`config.mk`:
```
export PLATFORM = sky130hd
export DESIGN_NAME = cache_control_core
export DESIGN_NICKNAME = d
export VERILOG_FILES = /design/src/rtl/cache_control_core.sv
export SDC_FILE = /design/constraint.sdc
export NUM_CORES = 1
export LEC_CHECK = 0
export BUFFER_PORTS_ARGS = -buffer_cell sky130_fd_sc_hd__buf_2
export CAP_MARGIN = 40
export CORE_MARGIN = 2
export CORE_UTILIZATION = 35
export CTS_BUF_LIST = sky130_fd_sc_hd__clkbuf_8
export CTS_CLUSTER_DIAMETER = 60
export CTS_CLUSTER_SIZE = 12
export DETAILED_ROUTE_END_ITERATION = 8
export GPL_TIMING_DRIVEN = 0
export PLACE_DENSITY = 0.64
export SYNTH_ARGS = -nofsm -noshare
export SYNTH_HDL_FRONTEND = slang
export SYNTH_SLANG_ARGS = --single-unit
export TNS_END_PERCENT = 30
```
`constraint.sdc`:
```
create_clock -name clk -period 2.4 [get_ports clk]
set_input_delay 0 -clock clk [delete_from_list [all_inputs] [get_ports clk]]
set_output_delay 0 -clock clk [all_outputs]
set_load 0.005 [all_outputs]
```
`src/rtl/cache_control_core.sv`:
```
// Control FSM for one set-associative cache datapath: sequences hit handling,
// victim write-back and line fill, and keeps saturating hit/miss/write-back counters.
module cache_control_core #(
    parameter int s_cnt = 32
) (
    input  logic             clk,
    input  logic             rst,
    input  logic             upstream_read,
    input  logic             upstream_write,
    output logic             upstream_resp,
    output logic             downstream_read,
    output logic             downstream_write,
    input  logic             downstream_resp,
    input  logic             hit,
    input  logic             valid,
    input  logic             dirty,
    output logic             cache_read,
    output logic             cache_load_en,
    output logic             downstream_address_sel,
    output logic             ld_wb,
    output logic             ld_LRU,
    output logic             new_dirty,
    input  logic             counter_clear,
    output logic [s_cnt-1:0] hit_count,
    output logic [s_cnt-1:0] miss_count,
    output logic [s_cnt-1:0] wb_count
);

    typedef enum logic [2:0] {
        IDLE,
        CHECK,
        WRITEBACK,
        FILL,
        REREAD
    } state_t;

    localparam logic [s_cnt-1:0] CNT_ONE = {{(s_cnt-1){1'b0}}, 1'b1};

    state_t           r_state;
    state_t           w_next;
    logic             r_retry;
    logic [s_cnt-1:0] r_hit_count;
    logic [s_cnt-1:0] r_miss_count;
    logic [s_cnt-1:0] r_wb_count;
    logic             w_hit_inc;
    logic             w_miss_inc;
    logic             w_wb_inc;

    // NOTE: state registers use non-blocking assignments so every flop samples pre-edge values.
    always_ff @(posedge clk or posedge rst) begin
        if (rst) begin
            r_state <= IDLE;
        end else begin
            r_state <= w_next;
        end
    end

    // NOTE: every output and w_next gets a default first, so no path can infer a latch.
    always_comb begin
        w_next                 = r_state;
        upstream_resp          = 1'b0;
        downstream_read        = 1'b0;
        downstream_write       = 1'b0;
        cache_read             = 1'b0;
        cache_load_en          = 1'b0;
        downstream_address_sel = 1'b0;
        ld_wb                  = 1'b0;
        ld_LRU                 = 1'b0;
        new_dirty              = 1'b0;
        case (r_state)
            IDLE: begin
                cache_read = 1'b1;
                if (upstream_read || upstream_write) w_next = CHECK;
            end
            CHECK: begin
                cache_read = 1'b1;
                if (hit) begin
                    upstream_resp = 1'b1;
                    ld_LRU        = 1'b1;
                    cache_load_en = upstream_write;
                    new_dirty     = upstream_write;
                    w_next        = IDLE;
                end else if (valid && dirty) begin
                    ld_wb  = 1'b1;
                    w_next = WRITEBACK;
                end else begin
                    w_next = FILL;
                end
            end
            WRITEBACK: begin
                downstream_address_sel = 1'b1;
                downstream_write       = 1'b1;
                if (downstream_resp) w_next = FILL;
            end
            FILL: begin
                downstream_read = 1'b1;
                if (downstream_resp) begin
                    cache_load_en = 1'b1;
                    w_next        = REREAD;
                end
            end
            REREAD: begin
                cache_read = 1'b1;
                w_next     = CHECK;
            end
            default: w_next = IDLE;
        endcase
    end

    // The re-probe after a fill is not a new access, so it must not be counted.
    always_ff @(posedge clk or posedge rst) begin
        if (rst) begin
            r_retry <= 1'b0;
        end else if (r_state == FILL && downstream_resp) begin
            r_retry <= 1'b1;
        end else if (r_state == CHECK) begin
            r_retry <= 1'b0;
        end
    end

    assign w_hit_inc  = (r_state == CHECK) && !r_retry && hit;
    assign w_miss_inc = (r_state == CHECK) && !r_retry && !hit;
    assign w_wb_inc   = (r_state == WRITEBACK) && downstream_resp;

    always_ff @(posedge clk or posedge rst) begin
        if (rst) begin
            r_hit_count  <= '0;
            r_miss_count <= '0;
            r_wb_count   <= '0;
        end else if (counter_clear) begin
            r_hit_count  <= '0;
            r_miss_count <= '0;
            r_wb_count   <= '0;
        end else begin
            if (w_hit_inc && r_hit_count != '1)   r_hit_count  <= r_hit_count + CNT_ONE;
            if (w_miss_inc && r_miss_count != '1) r_miss_count <= r_miss_count + CNT_ONE;
            if (w_wb_inc && r_wb_count != '1)     r_wb_count   <= r_wb_count + CNT_ONE;
        end
    end

    assign hit_count  = r_hit_count;
    assign miss_count = r_miss_count;
    assign wb_count   = r_wb_count;

endmodule

```
* Word level (Yosys, flattened, before mapping)
Index checks and enable logic that the tools add are counted.
** Word-level totals
- Flip-flop bits (word level) :: 100
** Cells by class
- Add/sub/neg operators :: 3
- Equal/unequal tests :: 10
- Muxes and demuxes :: 26
- Reduce and logical (&&, ||, !) cells :: 19
** Operator list (number)
- 2-to-1 mux 32 bit :: 6
- adder 32 x 1 -> 32 bit, second input constant :: 3
- inequality test 32 bit, second input constant :: 3
- case mux 3 bit (5 select lines) :: 1
- 2-to-1 mux 1 bit :: 14
- logical AND 1 bit :: 9
- 2-to-1 mux 3 bit :: 3
- nonzero test 2 bit :: 4
- equality test 3 x 2 -> 1 bit, second input constant :: 2
- inequality test 2 bit, second input constant :: 3
- equality test 3 x 1 -> 1 bit, second input constant :: 1
- equality test 3 bit, second input constant :: 1
- zero test 3 bit :: 1
- AND reduction 3 bit :: 1
- OR reduction 3 bit :: 1
- zero test 1 bit :: 2
- 2-to-1 mux 2 bit :: 1
- case mux 1 bit (2 select lines) :: 1
- logical OR 1 bit :: 1

* Logic depth before layout (Yosys ltp)
Gate-level depths: netlist of the first run.
- Depth after elaboration :: 6
- Mapped depth :: 9
- Mapped depth without buffers :: 6

* Least setup slack after synthesis of the first run
No wires, ideal clock.
- Path type :: reg2reg
- Start :: reg r_state[1]
- End :: reg r_miss_count[13] (netlist: miss_count[13])
- Setup time :: 0.125 ns
- Arrival time :: 2.299 ns
- Required time :: 2.275 ns
- Slack :: -0.023 ns
- Cell stages (with the launch flop) :: 8
- Path buffers :: 2
- Path through :: dfrtp_1 buf_6 or4b_4 or2_1 buf_6 or3_4 nor4_1 mux2_2
** Between the ends
- Cells in the longest elaborated chain, start to end :: 5
** RTL lines
- start: declaration :: line 39 : state_t r_state;
- start signal: assignment :: line 54 : r_state <= w_next;
- equality test 3 x 1 -> 1 bit :: line 122 : assign w_miss_inc = (r_state == CHECK) && !r_retry && !hit;
- logical AND 1 bit (2 in series) :: line 122
- logical AND 1 bit :: line 136 : if (w_miss_inc && r_miss_count != '1) r_miss_count <= r_miss_count + CNT_ONE;
- nonzero test 2 bit (no line)
- end signal: assignment :: line 136
- end: declaration :: line 43 : logic [s_cnt-1:0] r_miss_count;
Every way passes these cells.
A chain may end at the register's enable or synchronous reset.

* Final worst setup path of the first run
- Start :: reg r_miss_count[9] (netlist: miss_count[9])
- End :: reg r_miss_count[30] (netlist: miss_count[30])
** Between the ends
- Cells in the longest elaborated chain, start to end :: 3
- Elaborated cells on any way between the ends :: 6
- Classes of those cells :: add/sub: 1; eq/ne: 1; mux: 2; reduce/logical: 2
** RTL lines (line)
- adder 32 x 1 -> 32 bit or inequality test 32 bit (tied branches) :: 136
- 2-to-1 mux 32 bit or logical AND 1 bit (tied branches) :: 136
- 2-to-1 mux 32 bit or nonzero test 2 bit (tied branches)
Several ways; a longest one is shown, not always the timed one. The select of a mux whose other input is x is not followed.

==> impl_metrics.csv, run 1 <==
group,metric,value,unit
logic_synthesis,seq_area_frac_synth,0.442,
die,initial_core_util,0.358,
run_status,outcome,"complete, but fails checks",
layout,num_antenna_cells,0,
logic_synthesis,netlist.area_leader.share,0.442,
sta,final_max_slew_viol_count,0,
routing,via_per_inst,5.69,
worst_setup_path,crit_path_end_kind,"flop",
grt,antenna_found_initial,0,
placed_design,port_buffers,113,
sta,fmax,416,MHz
sta,fin_crit,2.41,ns
cts,cts-buffers-inserted,9,
cts,clock_latency,0.38,ns
layout,nets,792,
logic_synthesis,syn_inst,643,
pwr,seqPwrFrac,0.488,
worst_setup_path,worstPathRequired,2.70,ns
routing,dr_wl_met3,676,um
logic_synthesis,synth_top_area_cell,"dfrtp_1",
worst_setup_path,worstSetupStartpointType,"flop",
pwr,total_leakage_power,2.89,nW
placed_design,routabilityCongestion,0.841,
sta,slew_headroom,0.552,
layout,multiInputGateArea,0.00311,mm2
logic_synthesis,synth_warnings,0,
logic_synthesis,synthFlopType,"dfrtp_1",
routing,drc,0,
layout,fillers,1585,
routing,wire_per_inst,17.1,um
sta,fin_tns_setup,-0.0121,ns
layout,register_area,0.00251,mm2
logic_synthesis,syn_avg_cell_area,8.81,um2
die,rows,46,
die,die_h,131,um
grt,grt_pass1_wl,27600,um
routing,vias,5683,
logic_synthesis,netlist_area,0.00567,mm2
sta,finalCritPeriodShare,1.00,
sta,worst_hold_slack,0.0470,ns
layout,drive_above_1_share,0.280,
worst_setup_path,worstPathArrival,2.71,ns
grt,grtUsageTotal,0.197,
placed_design,place_ws,-0.404,ns
pwr,swShare,0.293,
worst_setup_path,worstSetupPathType,"reg2reg",
routing,wl_met1,7880,um
pwr,p_int,0.00255,W
logic_synthesis,syn-num-nets,655,
cts,htreeDepth,3,
cts,ctsRootBufferMaster,"clkbuf_8",
pwr,peakVddDrop,247,uV
logic_synthesis,async_reset_ff_frac,1.00,
cts,cts_sinks,100,
sta,timing_worst_slew_pin_value,0.672,ns
die,io_pins,114,
grt,grt_pass1_vias,5356,
worst_setup_path,crit_chain,"nand4_1 -> or4_4 -> a2111o_1 -> or3_1 -> a21oi_1",
placed_design,hpwl,11900,um
sta,fin_ws,-0.00607,ns
sta,hold_viol,0,
logic_synthesis,synth_area_leaders,"dfrtp_1 (44%), a21oi_1 (6.9%), or3_1 (4.6%)",
cts,clkTransAtPathRegs,0.10,ns
worst_setup_path,crit_start,"miss_count[9]",
worst_setup_path,regToRegStartpoint,"miss_count[9]",
sta,skew,0.00850,ns
worst_setup_path,cp_slowest_cell,"or4_4",
worst_setup_path,crit_path_max_incr_delay,0.61,ns
cts,clock_path_buffers,2,
logic_synthesis,ys_types,49,
pwr,power.switching,0.00106,W
sta,grt_setup_unrepaired,"true",
die,coreArea,0.0158,mm2
routing,firstDrtPassIters,5,
die,die_w,131,um
sta,setup_viol,3,
hold_path,hold_class,"in2reg",
worst_setup_path,cp_max_fo,8,
layout,syn2layout_area_growth,25.0,%
routing,highest_layer,"met4",
pwr,pwr-share-comb,0.202,
logic_synthesis,synth_seq_cells,100,
run_status,violations,"negative setup slack",
grt,grt_max_degree,36,
routing,route.met2.wl,8200,um
layout,final_core_util,0.448,
hold_path,hold_start,"upstream_read",
job,maxCapViolations,0,
routing,final_antenna_net_count,0,
cts,cts_tree,"built",
routing,totalWireLength,17100,um
die,dieArea,0.0172,mm2
pwr,powerDensity,510,mW/mm2
grt,overflow,0,
logic_synthesis,synth_edf_count,0,
pwr,clock_power_share,0.309,
routing,drt_iter0_drc,451,
## cell type report
cell class	count	area share
well taps	216	0.0381
repair buffers	134	0.108
clock inverters	3	0.00547
flip-flops and latches	100	0.355
inverters	18	0.0101
plain buffers	31	0.0228
clock buffers	11	0.0214
multi-input cells	486	0.439
## timing repair
item / 4_1_cts / 5_1_grt
hold endpoints to repair: 40 / 0
hold buffers: 3 / 0
setup endpoints to repair: 68 / 72
setup buffers: 11 / 4
pin swaps: 11 / 5
gates resized for setup: 30 / 33
## state kept, by name, indices dropped and copies added, names as in the netlist
| signal | flops |
|---|---|
| hit_count | 32 |
| miss_count | 32 |
| r_retry | 1 |
| r_state | 3 |
| wb_count | 32 |
## layer usage
| metal | vias to the layer above | global-route usage |
|---|---|---|
| li1 | 2718 | - |
| met1 | 2792 | 0.264 |
| met2 | 150 | 0.322 |
| met3 | 23 | 0.0243 |
| met4 | 0 | 0.0821 |
| met5 | - | 0 |
## power by group through the flow
stage | clock network (W) | logic [W] | registers (W)
final | 0.00112 | 0.000731 | 0.00176
after global routing | 0.00121 | 0.000801 | 0.00177
after CTS | 0.00116 | 0.000714 | 0.00176
after detailed placement | 0 | 0.000616 | 0.00180
after global placement | 0 | 0.000595 | 0.00180
after floorplan | 0 | 0.000389 | 0.00179
## critical path: cells and delay by family (launching register included)
kind | cells | cell delay [ns]
flops | 1 | 0.43
simple gates | 3 | 1.27
compound gates | 2 | 0.62
## synth_stat cells, drive strengths merged (4+ instances only)
cell	number
nor2	41
nor3	7
nand4	35
a21oi	78
xor2	4
or2	9
or4	32
nand3	35
nor4	14
mux2	10
and4	10
and2	8
or3	43
nor2b	9
o31ai	30
dfrtp	100
o21ai	43
nand2	37
buf	9
xnor2	7
inv	18
clkbuf	30
## final timing paths
path | to | slack (ns) | cells after the start
setup reg to reg | miss_count[30] | -0.006 | 5
setup / recovery | miss_count[30] | -0.006 | 5
hold / removal | r_state[0] | 0.05 | 4
min in group asynchronous | wb_count[11] | 0.13 | 3
max in group asynchronous | miss_count[21] | 1.53 | 5
hold reg to reg | miss_count[31] | 0.57 | 2
## cells by family (layout without fill, tap and decap cells)
kind of cell | count (synthesis) | after routing | share of synthesized area
buf+inv | 57 | 197 | 0.0428
xor+xnor | 11 | 11 | 0.0170
simple gates | 292 | 292 | 0.297
flops | 100 | 100 | 0.442
compound gates | 169 | 169 | 0.173
mux | 11 | 11 | 0.0216
fa+ha+maj | 3 | 3 | 0.00662
## cell usage in the layout, fill, tap and decap left out, types with 9 or more instances in the layout
master,instances
buf_2,116
dfrtp_1,91
a21oi_1,75
o21ai_0,43
or3_1,41
nor2_1,39
nand2_1,37
nand4_1,35
nand3_1,34
or4_1,31
o31ai_1,30
buf_4,20
inv_1,18
clkbuf_1,16
clkbuf_8,11
mux2_2,10
and4_1,9
nor2b_1,9
dfrtp_2,9
## stage by stage
step,total power [W],instance area (um2),instances
floorplan,0.00218,5670,643
global placement,0.00240,6510,972
detailed placement,0.00242,6570,975
CTS,0.00364,6950,998
global route,0.00379,7090,999
finish,0.00361,7090,999
Note: power is estimated with default switching activity, not from simulation.
==> inputs of run 2 (changes only) <==
--- a/config.mk
+++ b/config.mk
@@ -14,7 +14,7 @@
 export CTS_CLUSTER_SIZE = 12
 export DETAILED_ROUTE_END_ITERATION = 8
 export GPL_TIMING_DRIVEN = 0
-export PLACE_DENSITY = 0.64
+export PLACE_DENSITY = 0.55
 export SYNTH_ARGS = -nofsm -noshare
 export SYNTH_HDL_FRONTEND = slang
 export SYNTH_SLANG_ARGS = --single-unit
==> run 2 against run 1 <==
Against the previous run: the flow still finishes with violations (negative setup slack); sequential share of layout area is 0.55 points lower; combinational power is 2% lower; sequential power about the same; die area unchanged; largest power group unchanged; first-iteration DRC count down 23%; global-route usage up 0.38 points.
==> impl_metrics.csv, run 2 (synthesized netlist as in run 1, its figures left out) <==
group,metric,value,unit
grt,grt_max_degree,36,
placed_design,routabilityCongestion,0.825,
routing,firstDrtPassIters,5,
layout,drive_above_1_share,0.285,
job,maxCapViolations,0,
sta,final_max_slew_viol_count,0,
worst_setup_path,worstSetupStartpointType,"flop",
hold_path,min_delay_path_depth,4,
cts,clock_latency,0.38,ns
sta,timing_worst_slew_pin_value,0.643,ns
pwr,clock_power_share,0.304,
worst_setup_path,path_buf_inv,2,
sta,slew_headroom,0.571,
grt,overflow,0,
cts,clkTransAtPathRegs,0.09,ns
grt,antenna_found_initial,0,
routing,vias,5834,
sta,fmax,403,MHz
worst_setup_path,worstRegToRegCells,7,
grt,use_met2,0.314,
pwr,swShare,0.300,
die,initial_core_util,0.358,
placed_design,hpwl,12400,um
die,coreArea,0.0158,mm2
placed_design,place_ws,-0.367,ns
worst_setup_path,cp_max_fo,10,
worst_setup_path,worstPathArrival,2.75,ns
worst_setup_path,worstSetupPathType,"reg2reg",
routing,final_antenna_net_count,0,
die,rows,46,
cts,ctsRootBufferMaster,"clkbuf_8",
cts,cts_sinks,100,
run_status,outcome,"complete, but fails checks",
worst_setup_path,r2r_slack,-0.08,ns
worst_setup_path,worstPathRequired,2.67,ns
worst_setup_path,crit_chain,"buf_6 -> or4b_4 -> or2_1 -> buf_6 -> or3_4 -> nor4_4 -> mux2_4",
worst_setup_path,cp_top_family,"simple AND/OR/NAND/NOR gates",
grt,grt_pass1_wl,28400,um
die,die_w,131,um
placed_design,placedCellCount,975,
cts,clock_path_buffers,2,
routing,drc,0,
sta,fin_crit,2.48,ns
layout,finalNonFillerCells,1005,
layout,layout_common_cells,"buf_2 (115), dfrtp_1 (94), a21oi_1 (74)",
pwr,p_int,0.00250,W
worst_setup_path,cp_slowest_cell,"or4b_4",
worst_setup_path,crit_path_max_incr_delay,0.50,ns
routing,via_per_inst,5.80,
die,io_pins,114,
layout,num_antenna_cells,0,
grt,grt_pass1_vias,5346,
die,dieArea,0.0172,mm2
routing,wire_per_inst,17.5,um
worst_setup_path,cp_common_cell,"buf_6",
pwr,power.switching,0.00107,W
grt,grtUsageTotal,0.200,
grt,busiest_layer,"met2",
worst_setup_path,regToRegStartpoint,"r_state[1]",
pwr,total_leakage_power,2.95,nW
hold_path,min_to,"r_state[1]",
run_status,violations,"negative setup slack",
pwr,peakVddDrop,253,uV
sta,grt_setup_unrepaired,"true",
sta,setup_viol,3,
routing,drt_iter0_drc,349,
layout,final_cell_area,0.00719,mm2
layout,syn2layout_area_growth,26.8,%
layout,nets,797,
sta,finalCritPeriodShare,1.03,
placed_design,place_area,0.00658,mm2
cts,cts-buffers-inserted,9,
hold_path,hold_start,"hit",
routing,totalWireLength,17600,um
cts,cts_tree,"built",
sta,fin_ws,-0.0799,ns
pwr,powerDensity,497,mW/mm2
grt,grtUsageMet1,0.283,
placed_design,port_buffers,113,
cts,htreeDepth,3,
grt,grtUsageMet3,0.0309,
worst_setup_path,crit_path_end_kind,"flop",
worst_setup_path,timing.rr.end,"miss_count[13]",
sta,skew,0.00609,ns
sta,hold_viol,0,
layout,layout_commonest_cell,"buf_2",
pwr,pwr-share-comb,0.200,
pwr,seqPwrFrac,0.496,
hold_path,hold_class,"in2reg",
die,die_h,131,um
-- run 2: cell types whose count changed in the layout (fill, tap and decap cells not counted), sizes merged --
cell,before,now
dlygate4sd3,3,2
clkbuf,33,37
buf,140,144
bufinv,1,0
-- run 2: per-layer routing --
layer  up-vias  share of wire
met3        19          0.052
li1       2714              -
met4         0          0.017
met2       197           0.47
met5         -              0
met1      2904           0.46
-- run 2: final cells by class --
class                           instances  area [um2]
Fill cell                            1586        8640
Multi-Input combinational cell        486        3170
Sequential cell                       100        2510
Timing Repair Buffer                  136         788
Tap cell                              216         270
Buffer                                 34         191
Clock buffer                           13         179
Inverter                               18        71.3
Clock inverter                          2        8.76
-- run 2: power by group through the flow --
| stage | Sequential [W] | Clock, W | Combinational, W |
|---|---|---|---|
| after floorplan | 0.00179 | 0 | 0.000389 |
| after global placement | 0.00180 | 0 | 0.000594 |
| after detailed placement | 0.00180 | 0 | 0.000619 |
| after CTS | 0.00177 | 0.00113 | 0.000645 |
| after global routing | 0.00178 | 0.00120 | 0.000786 |
| final | 0.00177 | 0.00109 | 0.000714 |
-- run 2: what timing repair did --
item	CTS	global route
pin swaps	12	10
hold buffers	2	0
endpoints found under the setup margin	72	75
resized for setup	32	44
endpoints found under the hold margin	40	0
setup buffers	7	11
-- run 2: worst register-to-register path, cell delays in order, from the launching register on --
cell	delay, ns
dfrtp_1	0.40
buf_6	0.14
or4b_4	0.50
or2_1	0.24
buf_6	0.14
or3_4	0.41
nor4_4	0.21
mux2_4	0.33
-- run 2: how the worst max path moves through the flow --
stage                       from             end  cells after the start
floorplan             r_state[1]  miss_count[13]                      7
global placement    wb_count[23]     wb_count[6]                      9
detailed placement  wb_count[23]     wb_count[0]                      9
CTS                   r_state[1]  miss_count[11]                      7
global route          r_state[0]  miss_count[13]                      7
finish                r_state[1]  miss_count[13]                      7
-- run 2: stage by stage --
stage                     power [W]  hold slack (ns)  utilization  TNS [ns]
after global placement      0.00239            0.290        0.411    -13.43
after CTS                   0.00354         0.000385        0.439    -0.559
after global routing        0.00376           0.0418        0.454     -1.26
final                       0.00357           0.0374        0.454    -0.183
after detailed placement    0.00242           0.0516        0.415    -16.47
after floorplan             0.00218            0.101            -   -0.0423
==> inputs of run 3 (changes only) <==
--- a/config.mk
+++ b/config.mk
@@ -14,7 +14,6 @@
 export CTS_CLUSTER_SIZE = 12
 export DETAILED_ROUTE_END_ITERATION = 8
 export GPL_TIMING_DRIVEN = 0
-export PLACE_DENSITY = 0.55
 export SYNTH_ARGS = -nofsm -noshare
 export SYNTH_HDL_FRONTEND = slang
 export SYNTH_SLANG_ARGS = --single-unit
==> constraint.sdc (replaced) <==
create_clock -name clk -period 2.4 [get_ports clk]
set_input_delay 0 -clock clk [delete_from_list [all_inputs] [get_ports clk]]
set_output_delay 0 -clock clk [all_outputs]
set_load 0.02 [all_outputs]
==> run 3 against run 2 <==
Against the previous run: the run still ends with negative setup slack left; cell count is 0.30% higher; utilization is essentially flat; via count is 0.15% lower; clock-buffer cell count fell by 3; clock skew rose by 0.014 ns; power up 2.6%; die area did not move; non-clock buffer count is 2 higher; cell area hardly changed; setup slack improved by 0.0028 ns.
==> impl_metrics.csv, run 3 (synthesized netlist as in run 1, its figures left out) <==
group,metric,value,unit
pwr,power.switching,0.00120,W
die,initial_core_util,0.358,
layout,layout_common_cells,"buf_2 (115), dfrtp_1 (96), a21oi_1 (77)",
sta,timing_worst_slew_pin_value,0.598,ns
pwr,clock_power_share,0.278,
layout,drive_above_1_share,0.280,
worst_setup_path,crit_path_end_kind,"flop",
die,die_h,131,um
cts,cts_sinks,100,
placed_design,place_ws,-0.389,ns
sta,worst_hold_slack,0.0352,ns
placed_design,port_buffers,113,
grt,grt_pass1_vias,5494,
routing,firstDrtPassIters,4,
sta,grt_setup_unrepaired,"true",
sta,fin_crit,2.48,ns
sta,setup_viol,8,
cts,clock_path_buffers,2,
worst_setup_path,crit_chain,"buf_6 -> or4b_4 -> or2_1 -> buf_6 -> or3_4 -> nor3b_4 -> mux2_4",
grt,overflow,0,
worst_setup_path,worstSetupPathType,"reg2reg",
layout,final_core_util,0.454,
worst_setup_path,worstSetupStartpointType,"flop",
layout,layout_commonest_cell,"buf_2",
worst_setup_path,crit_path_max_incr_delay,0.51,ns
grt,grtUsageMet3,0.0320,
layout,nets,799,
die,coreArea,0.0158,mm2
die,die_w,131,um
grt,grtUsageTotal,0.202,
layout,num_antenna_cells,0,
worst_setup_path,worstPathArrival,2.76,ns
cts,clock_latency,0.39,ns
sta,finalCritPeriodShare,1.03,
pwr,seqPwrFrac,0.483,
worst_setup_path,worstPathRequired,2.68,ns
cts,cts_tree,"built",
worst_setup_path,crit_start,"r_state[1]",
cts,clkTransAtPathRegs,0.10,ns
worst_setup_path,cp_slowest_cell,"or4b_4",
grt,grt_pass1_wl,28500,um
sta,slew_headroom,0.602,
worst_setup_path,cp_max_fo,6,
placed_design,routabilityCongestion,0.880,
sta,fin_tns_setup,-0.234,ns
die,io_pins,114,
routing,vias,5825,
layout,syn2layout_area_growth,26.7,%
die,dieArea,0.0172,mm2
hold_path,hold_class,"in2reg",
grt,grtUsageMet1,0.267,
routing,drt_iter0_drc,435,
run_status,outcome,"complete, but fails checks",
die,rows,46,
grt,use_met2,0.334,
pwr,pwr-share-comb,0.239,
cts,cts-buffers-inserted,9,
pwr,peakVddDrop,265,uV
sta,fin_ws,-0.0771,ns
worst_setup_path,cp_common_cell,"buf_6",
pwr,p_int,0.00247,W
routing,wire_per_inst,17.6,um
sta,final_max_slew_viol_count,0,
run_status,violations,"negative setup slack",
routing,final_antenna_net_count,0,
sta,skew,0.0198,ns
pwr,powerDensity,510,mW/mm2
routing,via_per_inst,5.78,
pwr,total_leakage_power,2.95,nW
routing,drc,0,
grt,grt_max_degree,33,
routing,totalWireLength,17800,um
grt,busiest_layer,"met2",
cts,htreeDepth,3,
placed_design,hpwl,12500,um
sta,hold_viol,0,
pwr,swShare,0.326,
worst_setup_path,regToRegStartpoint,"r_state[1]",
cts,ctsRootBufferMaster,"clkbuf_8",
sta,fmax,404,MHz
job,maxCapViolations,0,
grt,antenna_found_initial,0,
hold_path,hold_start,"upstream_read",
[run 3: cell count changes in the layout (fill, tap and decap cells not counted), moves of 2 or more]
cell	delta
clkbuf_4	-2
a21oi_2	-3
buf_4	+4
clkbuf_8	-3
dfrtp_2	-2
clkinvlp_4	+3
or4_4	-2
dfrtp_1	+2
or4_1	+2
a21oi_1	+3
[run 3: per-stage QoR]
stage          cells  area [um2]  power [W]
2_1_floorplan    643        5670    0.00226
3_3_place_gp     972        6510    0.00248
3_5_place_dp     975        6580    0.00251
4_1_cts          997        6960    0.00357
5_1_grt         1008        7180    0.00383
6_report        1008        7180    0.00366
[run 3: repair_timing]
item	CTS	global route
hold buffers	2	0
gates resized for setup	36	34
hold endpoints to repair	39	0
setup endpoints to repair	71	71
buffers inserted	9	12
pin swaps	12	11
cloned	0	0
[run 3: power groups by stage]
stage                     clock network [W]  registers (W)  logic [W]
after CTS                           0.00104        0.00176   0.000757
final                               0.00102        0.00177   0.000875
after floorplan                           0        0.00181   0.000455
after detailed placement                  0        0.00180   0.000706
after global routing                0.00112        0.00177   0.000937
after global placement                    0        0.00180   0.000679
[run 3: path summary, 6_finish.rpt]
path                                  to  slack, ns  depth (start not counted)
setup reg to reg           miss_count[9]      -0.08                          7
hold / removal                r_state[0]       0.04                          4
setup / recovery           miss_count[9]      -0.08                          7
min in group asynchronous  hit_count[28]       0.17                          3
max in group asynchronous   hit_count[9]       1.51                          5
hold reg to reg            hit_count[21]       0.58                          2
[run 3: layer usage]
| metal | part of all wire | vias up |
|---|---|---|
| li1 | - | 2734 |
| met1 | 0.45 | 2896 |
| met2 | 0.49 | 167 |
| met3 | 0.048 | 28 |
| met4 | 0.020 | 0 |
| met5 | 0 | - |
[run 3: final cells by class]
type	instances	area [um2]
inverters	18	71.3
multi-input cells	486	3170
fillers	1555	8640
plain buffers	33	181
clock inverters	6	33.8
flip-flops and latches	100	2510
well taps	216	270
clock buffers	10	138
repair buffers	139	815
[run 3: worst max-delay path, delay by kind of cell, from the launching register on]
kind,cells,cell delay [ns]
flops,1,0.41
simple gates,4,1.37
buf+inv,2,0.27
mux,1,0.32
